**config.mk**
```make
export PLATFORM = sky130hd
export DESIGN_NAME = excess3_updown_counter
export DESIGN_NICKNAME = d
export VERILOG_FILES = /design/src/rtl/excess3_updown_counter.sv
export SDC_FILE = /design/constraint.sdc
export NUM_CORES = 1
export LEC_CHECK = 0
export ABC_AREA = 1
export BUFFER_PORTS_ARGS = -buffer_cell sky130_fd_sc_hd__buf_2
export CAP_MARGIN = 5
export CORE_ASPECT_RATIO = 1.4
export CORE_MARGIN = 3
export CORE_UTILIZATION = 56
export CTS_CLUSTER_DIAMETER = 60
export DETAILED_ROUTE_END_ITERATION = 6
export PLACE_DENSITY = 0.78
export SLEW_MARGIN = 30
export SYNTH_ARGS = -nofsm -noshare
export SYNTH_HDL_FRONTEND = slang
export SYNTH_SLANG_ARGS = --single-unit
```
**constraint.sdc**
```tcl
create_clock -name clk -period 1.6 [get_ports clk]
set_input_delay 0.24 -clock clk [delete_from_list [all_inputs] [get_ports clk]]
set_output_delay 0.24 -clock clk [all_outputs]
set_load 0.01 [all_outputs]
```
**src/rtl/excess3_updown_counter.sv**
```systemverilog
// Debounced up/down digit counter (0..7) presenting an excess-3 (mod 8) code.
// Optional auto-increment tick enabled by defining EXCESS3_AUTO_COUNT_EN.
module excess3_updown_counter #(
  parameter int unsigned DEBOUNCE_CYCLES = 500000,
  parameter int unsigned TICK_CYCLES     = 50000000
) (
  input  logic       clk,
  input  logic       rst_n,
  input  logic       btn_up,
  input  logic       btn_down,
`ifdef EXCESS3_AUTO_COUNT_EN
  input  logic       auto_en,
`endif
  output logic [2:0] num,
  output logic       carry,
  output logic       borrow
);

  localparam logic [23:0] DB_LAST = 24'(DEBOUNCE_CYCLES - 1);

  // Index 0 = up button, index 1 = down button.
  logic [1:0]        btn_raw;
  logic [1:0]        s1_q, s2_q;
  logic [1:0]        db_q, db_d;
  logic [1:0]        db_prev_q;
  logic [1:0][23:0]  cnt_q, cnt_d;
  logic [1:0]        press;

  assign btn_raw = {btn_down, btn_up};

  always_comb begin
    db_d  = db_q;
    cnt_d = cnt_q;
    for (int i = 0; i < 2; i++) begin
      if (s2_q[i] == db_q[i]) begin
        cnt_d[i] = '0;
      end else if (cnt_q[i] == DB_LAST) begin
        db_d[i]  = s2_q[i];
        cnt_d[i] = '0;
      end else begin
        cnt_d[i] = cnt_q[i] + 24'd1;
      end
    end
  end

  always_ff @(posedge clk or negedge rst_n) begin
    if (!rst_n) begin
      s1_q      <= '0;
      s2_q      <= '0;
      db_q      <= '0;
      db_prev_q <= '0;
      cnt_q     <= '0;
    end else begin
      s1_q      <= btn_raw;
      s2_q      <= s1_q;
      db_q      <= db_d;
      db_prev_q <= db_q;
      cnt_q     <= cnt_d;
    end
  end

  assign press = db_q & ~db_prev_q;

  logic auto_up;

`ifdef EXCESS3_AUTO_COUNT_EN
  localparam logic [25:0] TICK_LAST = 26'(TICK_CYCLES - 1);

  logic [25:0] tick_q, tick_d;

  always_comb begin
    tick_d = '0;
    if (auto_en) begin
      tick_d = (tick_q == TICK_LAST) ? '0 : tick_q + 26'd1;
    end
  end

  always_ff @(posedge clk or negedge rst_n) begin
    if (!rst_n) tick_q <= '0;
    else        tick_q <= tick_d;
  end

  assign auto_up = (tick_q == TICK_LAST);
`else
  assign auto_up = 1'b0;
`endif

  logic       up_ev, dn_ev;
  logic [2:0] digit_q, digit_d;
  logic [2:0] num_q, num_d;
  logic       carry_q, carry_d;
  logic       borrow_q, borrow_d;

  assign up_ev = press[0] | auto_up;
  assign dn_ev = press[1];

  // Simultaneous up and down events cancel out.
  always_comb begin
    digit_d  = digit_q;
    carry_d  = 1'b0;
    borrow_d = 1'b0;
    if (up_ev && !dn_ev) begin
      digit_d = digit_q + 3'd1;
      carry_d = (digit_q == 3'd7);
    end else if (dn_ev && !up_ev) begin
      digit_d  = digit_q - 3'd1;
      borrow_d = (digit_q == 3'd0);
    end
    num_d = digit_d + 3'd3;
  end

  always_ff @(posedge clk or negedge rst_n) begin
    if (!rst_n) begin
      digit_q  <= 3'd0;
      num_q    <= 3'b011;
      carry_q  <= 1'b0;
      borrow_q <= 1'b0;
    end else begin
      digit_q  <= digit_d;
      num_q    <= num_d;
      carry_q  <= carry_d;
      borrow_q <= borrow_d;
    end
  end

  assign num    = num_q;
  assign carry  = carry_q;
  assign borrow = borrow_q;

endmodule
```
==> impl_results.rst <==
.. list-table::
   :header-rows: 1

   * - Metric
     - Value
   * - Top achievable clock speed
     - ~650 MHz
   * - Peak supply drop
     - 0.632 mV
   * - Post-synthesis compound-gate area fraction
     - 1.68%
   * - Deepest level of the CTS H-tree
     - 3
   * - Post-synthesis xor/xnor area fraction
     - 6.87%
   * - Register area share after synthesis
     - 44.9%
   * - Number of fill cells in the layout
     - 488
   * - P_leak
     - 1.93 nW
   * - Core region area
     - 6030 µm²
   * - Number of setup violations in the final report
     - 0
   * - Met2 Resource Use GR
     - 39.4%
   * - Biggest fanout along the worst timing path
     - 4
   * - Final critical-path share of the clock period
     - 95.7%
   * - Final wirelength
     - 7.23 mm
   * - Hold Crit Class
     - reg -> reg
   * - Final number of hold-violating endpoints
     - 0
   * - TritonCTS clock tree
     - built
   * - Worst-case setup margin in the final layout
     - 0.0681 ns
   * - Layout cell share with drive strength beyond 1
     - 15.0%
   * - Number of core rows
     - 33
   * - Total power per unit cell area
     - about 800 nW/µm²
   * - Synth Net Count
     - 467
   * - Most common library cell in the layout ignoring fill and taps
     - sky130_fd_sc_hd__nor2_1
   * - Number of antenna violations at the first check in global routing
     - 0
   * - Port Buffer Count
     - 8
   * - Adder-cell share of the synthesized area
     - 2.45%
   * - Die Outline Area
     - about 7400 µm²
   * - Pin count of the biggest net entering global routing
     - 26
   * - Distinct cells, synth
     - 31
   * - Most used routing layer
     - met2
   * - CTS clk-pin slew, worst paths
     - 0.07 ns
   * - Worst Clk Skew
     - 0.00973 ns
   * - Cell Count Post-Placement
     - 538
   * - Count of max-cap constraint violations
     - 0
   * - Top area cells in the synthesized netlist
     - sky130_fd_sc_hd__dfrtp_1 43%, sky130_fd_sc_hd__nor2_1 11%, sky130_fd_sc_hd__nand2_1 10%
   * - Total track usage
     - 22.7%
   * - Clock root buffer
     - sky130_fd_sc_hd__clkbuf_8
   * - Min Clock Period, post-route
     - 1.53 ns
   * - Worst Setup End Kind
     - flip-flop
   * - Area share of the largest cell type after synthesis
     - 43.4%
   * - RSZ-0062 raised after global routing
     - true
   * - Clk_lat worst skew
     - 0.35 ns
   * - DRT Pass-1 Iters
     - 4
   * - CTS sink count
     - 64
   * - Die outline width
     - 73.5 µm
   * - Antenna-violating nets left
     - 0
   * - Initial DRC Count
     - 170
   * - Buffer levels on the longest clock path
     - 2
   * - Post-DP HPWL
     - ~5.5 mm
   * - Final slew viol count
     - 0
   * - Syn-to-layout area delta
     - 12.7%
   * - Synthesized-area fraction occupied by and/or/nand/nor cells
     - 37.5%
   * - Count of antenna diodes in the layout
     - 0
   * - First-pass GRT wire length
     - 12.9 mm
   * - Headroom to the max-slew limit
     - 68.4%
   * - Height of the chip
     - about 100 µm
   * - Nets
     - 494
   * - Outcome
     - complete, no violations
   * - Routed length per placed instance
     - 13.0 µm
   * - Congestion Overflow GR
     - 0
   * - # IOs
     - 9
   * - Seq cells post-synth
     - 64
   * - Critical path start-end classification
     - reg -> reg
   * - Mean area per synthesized cell
     - about 7.8 µm²
   * - Via count
     - 2911
   * - Drt drc
     - 0
   * - Worst path required time
     - roughly 1.9 ns
   * - Final Wtd Congestion
     - 0.922
   * - Number of buffers created by CTS
     - 9
   * - GR Util met1
     - roughly 26%
   * - Number of vias per cell
     - about 5.2
   * - Post-Place Setup Slack
     - 0.0371 ns
   * - Number of global-route vias before repair
     - 3010
   * - Final Power
     - 0.00326 W
   * - Leading cell types in the layout, fill and taps excluded
     - 106 x sky130_fd_sc_hd__nor2_1, 97 x sky130_fd_sc_hd__nand2_1, 62 x sky130_fd_sc_hd__dfrtp_1
   * - Worst-Margin Slew
     - 0.475 ns
   * - Number of cells in the finished layout apart from fillers
     - 558
   * - Initial standard-cell utilization of the core
     - 59.3%
   * - Main combinational cell family by area after synthesis
     - simple AND/OR/NAND/NOR gates
   * - Portion of netlist area occupied by mux cells
     - 0%
   * - Crit path DAT
     - 1.82 ns
   * - Critical path launch point type
     - flip-flop
   * - GR Layer Usage met3
     - 4.89%
   * - Ys Warns
     - 0
   * - Top cell type by total area after synthesis
     - sky130_fd_sc_hd__dfrtp_1
   * - Number of cells produced by synthesis
     - 456
   * - Mapped Area
     - 3570 µm²
[per-stage QoR]
stage	utilization, %	setup TNS (ns)	cell area, µm²	hold WS [ns]
floorplan	-	0	3570	-0.0556
global placement	62.4	0	3760	0.230
detailed placement	62.4	0	3760	0.227
CTS	66.4	0	4000	0.372
global route	66.8	-0.255	4030	0.388
finish	66.8	0	4030	0.367
[cell usage after synthesis (all sizes together)]
cell type	n
inv	60
a211oi	2
and2	2
o21bai	2
xor2	17
nand2	108
nor2	120
buf	2
xnor2	8
nand3b	4
o21ai	5
nor3b	3
dfrtp	62
nand4	8
nand3	36
ha	7
dfstp	2
a21oi	1
nor3	7
[layout make-up]
| class | count | area (µm²) | share of cell area [%] |
|---|---|---|---|
| Multi-Input combinational cell | 330 | 1750 | 43.5 |
| Timing Repair Buffer | 18 | 148 | 3.67 |
| Sequential cell | 64 | 1600 | 39.8 |
| Clock buffer | 10 | 128 | 3.17 |
| Clock inverter | 6 | 83.8 | 2.08 |
| Inverter | 60 | 225 | 5.59 |
| Tap cell | 70 | 87.6 | 2.17 |
[worst max-delay path, stage by stage, from the launching register on]
cell	delay, ns
sky130_fd_sc_hd__dfrtp_1	0.41
sky130_fd_sc_hd__nand2_1	0.07
sky130_fd_sc_hd__nand3_1	0.14
sky130_fd_sc_hd__inv_1	0.12
sky130_fd_sc_hd__nand2_1	0.06
sky130_fd_sc_hd__o21ai_1	0.06
sky130_fd_sc_hd__o21bai_2	0.13
sky130_fd_sc_hd__inv_1	0.06
sky130_fd_sc_hd__ha_1	0.20
sky130_fd_sc_hd__nand3b_1	0.16
sky130_fd_sc_hd__nand2_1	0.07
[logic make-up after synthesis]
logic type,after synthesis
simple gates,288
compound gates,10
flops,64
xor+xnor,25
buf+inv,62
fa+ha+maj,7
[power by group]
part           switching (W)  leakage [nW]  internal [W]
Sequential         0.0000166         0.873       0.00163
Clock               0.000635         0.110      0.000875
Combinational      0.0000706         0.945     0.0000330
[final timing paths]
path,slack [ns],cells past startpoint,endpoint,start
max reg2reg,0.07,10,num[2],db_q[1]
max in group asynchronous,0.66,3,num[0],rst_n
min in group asynchronous,0.38,2,cnt_q[35],rst_n
max,0.07,10,num[2],db_q[1]
min,0.37,0,s2_q[0],s1_q[0]
min reg2reg,0.37,0,s2_q[0],s1_q[0]
[routing by layer]
layer / wire length, µm / part of all wire, % / up-vias
met5: 0 / 0 / -
met4: 256 / 3.5 / 0
met3: 211 / 2.9 / 25
met2: 3820 / 53 / 58
met1: 2940 / 41 / 1368
li1: - / - / 1460
[state kept, by name, indices dropped and copies added, names as in the netlist]
register   flops
borrow         1
s2_q           2
cnt_q         48
db_q           2
s1_q           2
num            3
db_prev_q      2
carry          1
digit_q        3
[repair_timing]
action	in CTS	in global routing
hold buffers	3	0
endpoints found under the hold margin	18	0
endpoints found under the setup margin	0	14
buffers inserted	0	1
resized for setup	0	6
Note: power is estimated with default switching activity, not from simulation.
